## src/rtl/div_seq_unit.sv

```systemverilog
// Multi-cycle restoring divider answering the ALU DIV/DIVU handshake.
// Quotient is returned on Lo, remainder on Hi, with a one-cycle validOut pulse.
module div_seq_unit #(
  parameter int WIDTH = 32
) (
  input  logic             clk,
  input  logic             rst_n,
  input  logic             validIn,
  input  logic             sign,
  input  logic [WIDTH-1:0] SrcA,
  input  logic [WIDTH-1:0] SrcB,
  output logic             validOut,
  output logic [WIDTH-1:0] Hi,
  output logic [WIDTH-1:0] Lo,
  output logic             busy
);

  localparam int CW = $clog2(WIDTH) + 1;
  localparam logic [CW-1:0]    LAST_C    = CW'(WIDTH - 1);
  localparam logic [CW-1:0]    CNT_ONE_C = {{(CW-1){1'b0}}, 1'b1};
  localparam logic [CW-1:0]    CNT_ZERO_C = {CW{1'b0}};
  localparam logic [WIDTH-1:0] ONE_C     = {{(WIDTH-1){1'b0}}, 1'b1};
  localparam logic [WIDTH-1:0] ZERO_C    = {WIDTH{1'b0}};

  typedef enum logic [1:0] {
    IDLE = 2'd0,
    CALC = 2'd1,
    FIX  = 2'd2,
    DONE = 2'd3
  } state_t;

  // Two's-complement negation when en is set, pass-through otherwise.
  function automatic logic [WIDTH-1:0] cond_neg_f(input logic [WIDTH-1:0] v, input logic en);
    logic [WIDTH-1:0] r;
    if (en) begin
      r = ~v + ONE_C;
    end else begin
      r = v;
    end
    return r;
  endfunction

  state_t           state_r, state_s;
  logic [WIDTH-1:0] quo_r, quo_s;
  logic [WIDTH-1:0] dvs_r, dvs_s;
  logic [WIDTH-1:0] rem_r, rem_s;
  logic [CW-1:0]    count_r, count_s;
  logic             q_neg_r, q_neg_s;
  logic             r_neg_r, r_neg_s;
  logic [WIDTH-1:0] hi_r, hi_s;
  logic [WIDTH-1:0] lo_r, lo_s;
  logic             valid_r, valid_s;
  logic             busy_r, busy_s;
  logic [WIDTH:0]   shift_s;
  logic [WIDTH:0]   diff_s;

  // State register.
  always_ff @(posedge clk or negedge rst_n) begin
    if (!rst_n) begin
      state_r <= IDLE;
    end else begin
      state_r <= state_s;
    end
  end

  // Datapath and output registers.
  always_ff @(posedge clk or negedge rst_n) begin
    if (!rst_n) begin
      quo_r   <= ZERO_C;
      dvs_r   <= ZERO_C;
      rem_r   <= ZERO_C;
      count_r <= CNT_ZERO_C;
      q_neg_r <= 1'b0;
      r_neg_r <= 1'b0;
      hi_r    <= ZERO_C;
      lo_r    <= ZERO_C;
      valid_r <= 1'b0;
      busy_r  <= 1'b0;
    end else begin
      quo_r   <= quo_s;
      dvs_r   <= dvs_s;
      rem_r   <= rem_s;
      count_r <= count_s;
      q_neg_r <= q_neg_s;
      r_neg_r <= r_neg_s;
      hi_r    <= hi_s;
      lo_r    <= lo_s;
      valid_r <= valid_s;
      busy_r  <= busy_s;
    end
  end

  // Next-state, one restoring iteration per CALC cycle, and result fix-up.
  always_comb begin
    state_s = state_r;
    quo_s   = quo_r;
    dvs_s   = dvs_r;
    rem_s   = rem_r;
    count_s = count_r;
    q_neg_s = q_neg_r;
    r_neg_s = r_neg_r;
    hi_s    = hi_r;
    lo_s    = lo_r;
    valid_s = 1'b0;
    busy_s  = busy_r;
    // The remainder never exceeds the divisor, so one extra bit holds the trial result sign.
    shift_s = {rem_r, quo_r[WIDTH-1]};
    diff_s  = shift_s - {1'b0, dvs_r};

    case (state_r)
      IDLE: begin
        if (validIn) begin
          state_s = CALC;
          quo_s   = cond_neg_f(SrcA, sign & SrcA[WIDTH-1]);
          dvs_s   = cond_neg_f(SrcB, sign & SrcB[WIDTH-1]);
          q_neg_s = sign & (SrcA[WIDTH-1] ^ SrcB[WIDTH-1]);
          r_neg_s = sign & SrcA[WIDTH-1];
          rem_s   = ZERO_C;
          count_s = CNT_ZERO_C;
          busy_s  = 1'b1;
        end else begin
          state_s = IDLE;
          busy_s  = 1'b0;
        end
      end
      CALC: begin
        if (!validIn) begin
          state_s = IDLE;
          busy_s  = 1'b0;
        end else begin
          if (!diff_s[WIDTH]) begin
            rem_s = diff_s[WIDTH-1:0];
            quo_s = {quo_r[WIDTH-2:0], 1'b1};
          end else begin
            rem_s = shift_s[WIDTH-1:0];
            quo_s = {quo_r[WIDTH-2:0], 1'b0};
          end
          count_s = count_r + CNT_ONE_C;
          if (count_r == LAST_C) begin
            state_s = FIX;
          end else begin
            state_s = CALC;
          end
        end
      end
      FIX: begin
        lo_s    = cond_neg_f(quo_r, q_neg_r);
        hi_s    = cond_neg_f(rem_r, r_neg_r);
        valid_s = 1'b1;
        busy_s  = 1'b0;
        state_s = DONE;
      end
      DONE: begin
        state_s = IDLE;
        busy_s  = 1'b0;
      end
      default: begin
        state_s = IDLE;
        busy_s  = 1'b0;
      end
    endcase
  end

  assign validOut = valid_r;
  assign Hi       = hi_r;
  assign Lo       = lo_r;
  assign busy     = busy_r;

endmodule
```

## config.mk

```make
export PLATFORM = sky130hd
export DESIGN_NAME = div_seq_unit
export DESIGN_NICKNAME = d
export VERILOG_FILES = /design/src/rtl/div_seq_unit.sv
export SDC_FILE = /design/constraint.sdc
export NUM_CORES = 1
export LEC_CHECK = 0
export CAP_MARGIN = 20
export CORE_MARGIN = 8
export CORE_UTILIZATION = 45
export DETAILED_ROUTE_END_ITERATION = 12
export GPL_TIMING_DRIVEN = 1
export PLACE_DENSITY_LB_ADDON = 0.12
export SETUP_SLACK_MARGIN = 0.02
export SLEW_MARGIN = 20
export SYNTH_ARGS = -nofsm -noshare
export SYNTH_HDL_FRONTEND = slang
export SYNTH_SLANG_ARGS = --single-unit
```

## constraint.sdc

```tcl
create_clock -name clk -period 3.1 [get_ports clk]
set_input_delay 0.465 -clock clk [delete_from_list [all_inputs] [get_ports clk]]
set_output_delay 0.465 -clock clk [all_outputs]
set_load 0.03 [all_outputs]
```

==> run_results.csv, run 1 <==
group,metric,value,unit
outcome,status,"completed",
finish,area_growth,25.34,%
pwr,p_sw_share,38.21,%
clocking,clock_sinks,172,
critical_path,crit_path_end_kind,"flop",
pwr,p_seq_share,35.5,%
critical_path,crit_type,"reg -> reg",
grt,grt_pass1_wl,50400,um
floorplan,die_w,174.4,um
timing,min_period,2.937,ns
critical_path,rrSetupSlack,0.16,ns
pwr,p_clk_share,25.3,%
critical_path,cp-start-kind,"flop",
pwr,power.share.combinational,39.1,%
critical_path,critical_path.slowest_cell,"fa_1",
timing,tightest_slew,0.9019,ns
grt,grt_usage,20.07,%
critical_path,critPathMostFrequentCell,"buf_4",
job,cap_violations,0,
timing,skew,0.01352,ns
clocking,cts_root_buf,"clkbuf_16",
synth,synth_top_area_share,38.14,%
critical_path,rr_startpoint,"quo_r[31]$_DFFE_PN0P_",
synth,yosysTopAreaCell,"dfrtp_1",
floorplan,dieArea,0.03040,mm2
synth,yosys-top-cells-area,"dfrtp_1 (38%), xor2_1 (7.5%), nand2_1 (6.7%), o21ai_0 (5.3%), a21oi_1 (5.0%)",
finish,drive_above_1_share,10.43,%
critical_path,cp_slowest_stage_delay,0.39,ns
grt,grt_max_degree,74,
critical_path,required,3.42,ns
clocking,cts_tree,"yes",
timing,final-hold-violation-count,0,
synth,ys_ff_latch,172,
floorplan,row_count,58,
critical_path,cp.arrival,3.26,ns
clocking,clockBufferDepth,2,
route,vias,10130,
route,wl_per_cell,16.35,um
clocking,cts.clk_slew.worst_paths,0.07,ns
timing,relSlewSlack,39.87,%
synth,syn_area,0.01129,mm2
floorplan,start_util,45.34,%
route,drt_iter0_markers,672,
finish,diodes,0,
synth,synth-seq-area-share,38.14,%
pwr,internal-power,4.999,mW
synth,async_flop_share,100.0,%
pwr,p_per_area,571.9,mW/mm2
place,dpl.hpwl,23450,um
critical_path,r2r_cells,13,
place,portBuffers,133,
critical_path,path_buf_inv,4,
finish,final_area,0.01415,mm2
critical_path,rr_endpoint,"rem_r[2]$_DFFE_PN0P_",
synth,synth_cell_types,65,
timing,setup_viol,0,
finish,n_fill_cell,2387,
pwr,p_sw,3.091,mW
pwr,p_leak,6.031,nW
synth,synth-edff-count,0,
worst_hold_path,holdCritPathClass,"in -> async",
grt,grt-ovfl-total,0,
synth,postSynthCellCount,1353,
clocking,clk-insertion-delay-late,0.44,ns
timing,drv_slew,0,
clocking,ctsHoldBuffers,0,
route,wl,30470,um
timing,grt_setup_unrepaired,"false",
timing,fmax,340.5,MHz
synth,yosysWarnings,0,
floorplan,die-height,174.4,um
grt,first_global_vias,9696,
grt,antenna_found_initial,0,
synth,synth_nets,1459,
synth,avgSynthCellArea,8.341,um2
route,drc,0,
route,drtPass1Iterations,5,
route,via_per_inst,5.435,
floorplan,ios,134,
place,place_ws,-0.09573,ns
timing,tns,0,ns
floorplan,core_area,0.02489,mm2
place,detailed_place.area,0.01352,mm2
route,ant_nets,0,
pwr,ir_worst_vdd,0.3598,mV
critical_path,path_max_fanout,18,
critical_path,crit_chain,"inv_1 -> ha_1 -> fa_1 -> nand2b_4 -> a211oi_2 -> o21a_1 -> o211ai_1 -> buf_4 -> a31oi_4 -> xnor2_2 -> buf_12 -> buf_4 -> o311ai_1",
place,gp_congestion,0.8989,
timing,finalCritPeriodShare,94.75,%
clocking,numCtsBuffers,17,
critical_path,crit_family,"compound AO/OA/AOI/OAI gates",
synth,ys.flop_type,"dfrtp_1",
finish,nets,1629,
timing,finalWorstSetupSlack,0.1628,ns
timing,hold_slack,0.04212,ns
clocking,htree_levels,4,
[worst max path at each step]
| stage | depth (start not counted) | endpoint | from |
|---|---|---|---|
| floorplan | 12 | rem_r[0]$_DFFE_PN0P_ | quo_r[31]$_DFFE_PN0P_ |
| global placement | 9 | quo_r[29]$_DFFE_PN0P_ | SrcA[20] |
| detailed placement | 9 | quo_r[29]$_DFFE_PN0P_ | SrcA[20] |
| CTS | 12 | rem_r[28]$_DFFE_PN0P_ | quo_r[31]$_DFFE_PN0P_ |
| global route | 13 | rem_r[2]$_DFFE_PN0P_ | quo_r[31]$_DFFE_PN0P_ |
| finish | 13 | rem_r[2]$_DFFE_PN0P_ | quo_r[31]$_DFFE_PN0P_ |
[state kept, by name, summed over array words and instances, names as in the netlist, named ones only]
register / cells
rem_r: 32
quo_r: 32
count_r: 6
r_neg_r: 1
busy: 1
state_r: 1
Hi: 32
q_neg_r: 1
validOut: 1
Lo: 32
dvs_r: 32
[Yosys cell counts, types with 5 or more instances]
master and instances:
clkbuf_1 62, nand2b_1 10, o311ai_1 17, a21o_1 11, buf_2 5, o21ai_0 119
nand2_1 202, xor2_1 97, nor4_2 5, o31ai_1 30, nor2_1 101, o21bai_1 6
or4_1 13, nor4_1 5, nor2b_1 7, a21oi_1 112, nand3_1 30, o41ai_1 14
dfrtp_1 172, mux2i_1 12, buf_1 8, nor3b_1 6, nor3_1 16, o21ai_1 40
nand4_1 15, ha_1 37, o21a_1 7, a31oi_1 6, inv_1 56, xnor2_1 46
o211ai_1 5, a211oi_1 7, or3_1 15, a32oi_1 5
[per-stage QoR]
step                      utilization [%]  power [mW]  std cells
final                               56.83       8.091       1864
after detailed placement            54.30       5.969       1832
after global placement              54.30       5.928       1832
after CTS                           56.51       8.038       1862
after global routing                56.83       8.598       1864
after floorplan                         -       4.877       1353
[routing by layer]
metal  global-route usage, %  share of wire, %  vias up
met5                       0                 0        -
met4                   5.486               1.4        0
met3                   3.320               5.7       27
met2                   28.84                41      294
met1                   30.34                51     4680
li1                        -                 -     5130
[placed cells by master (no fill, tap or decap), types with 7 or more instances in the layout]
| cell type | instances |
|---|---|
| dfrtp_1 | 170 |
| o41ai_1 | 13 |
| mux2i_1 | 12 |
| nor2b_1 | 7 |
| o21a_1 | 7 |
| a21oi_1 | 112 |
| o21ai_1 | 40 |
| a21o_1 | 11 |
| o21ai_0 | 118 |
| xnor2_1 | 45 |
| nand3_1 | 30 |
| clkbuf_16 | 17 |
| nor2_1 | 100 |
| inv_1 | 56 |
| or4_1 | 13 |
| nor3_1 | 16 |
| or3_1 | 15 |
| nand2_1 | 202 |
| nand4_1 | 15 |
| clkdlybuf4s50_1 | 132 |
| nand2b_1 | 7 |
| o311ai_1 | 16 |
| xor2_1 | 96 |
| buf_4 | 86 |
| ha_1 | 37 |
| o31ai_1 | 30 |
[kinds of logic after synthesis]
| group | Yosys count | share of synthesized area, % |
|---|---|---|
| AOI/OAI and AO/OA | 404 | 21.91 |
| xor gates and xnor gates | 143 | 11.10 |
| adders and majority gates | 38 | 4.279 |
| buffers and inverters | 131 | 4.412 |
| DFF | 172 | 38.14 |
| muxes | 13 | 1.164 |
| and+or+nand+nor | 452 | 19.00 |
[repair_timing]
action,4_1_cts,5_1_grt
resized for setup,0,12
buffers inserted,0,2
setup endpoints to repair,0,29
[area by class of cell]
class                           count  area (um2)  share of cell area [%]
Multi-Input combinational cell   1050        6565                   46.41
Sequential cell                   172        4307                   30.44
Timing Repair Buffer              226        2101                   14.85
Clock buffer                       20       456.7                   3.228
Tap cell                          330       412.9                   2.919
Inverter                           56       210.2                   1.486
Clock inverter                     10       93.84                  0.6634
[power groups by stage]
| stage | combinational (mW) | sequential [mW] | clock, mW |
|---|---|---|---|
| after floorplan | 2.11 | 2.77 | 0 |
| after detailed placement | 3.07 | 2.90 | 0 |
| final | 3.16 | 2.88 | 2.05 |
| after CTS | 3.09 | 2.86 | 2.09 |
| after global routing | 3.51 | 2.92 | 2.18 |
| after global placement | 3.04 | 2.89 | 0 |
[worst register-to-register path, delay by kind of cell (launching register included)]
family,cells,cell delay (ns)
fa+ha+maj,2,0.61
simple gates,1,0.17
xor+xnor,1,0.13
flops,1,0.35
buf+inv,4,0.55
compound gates,5,1.02
No activity file was read; power rests on OpenSTA's default activity.
==> inputs of run 2 (changes only) <==
Settings changed: CAP_MARGIN 20 to default.
==> results of run 2 <==
No change in the layout: final DEF, timing and power equal those of run 1.
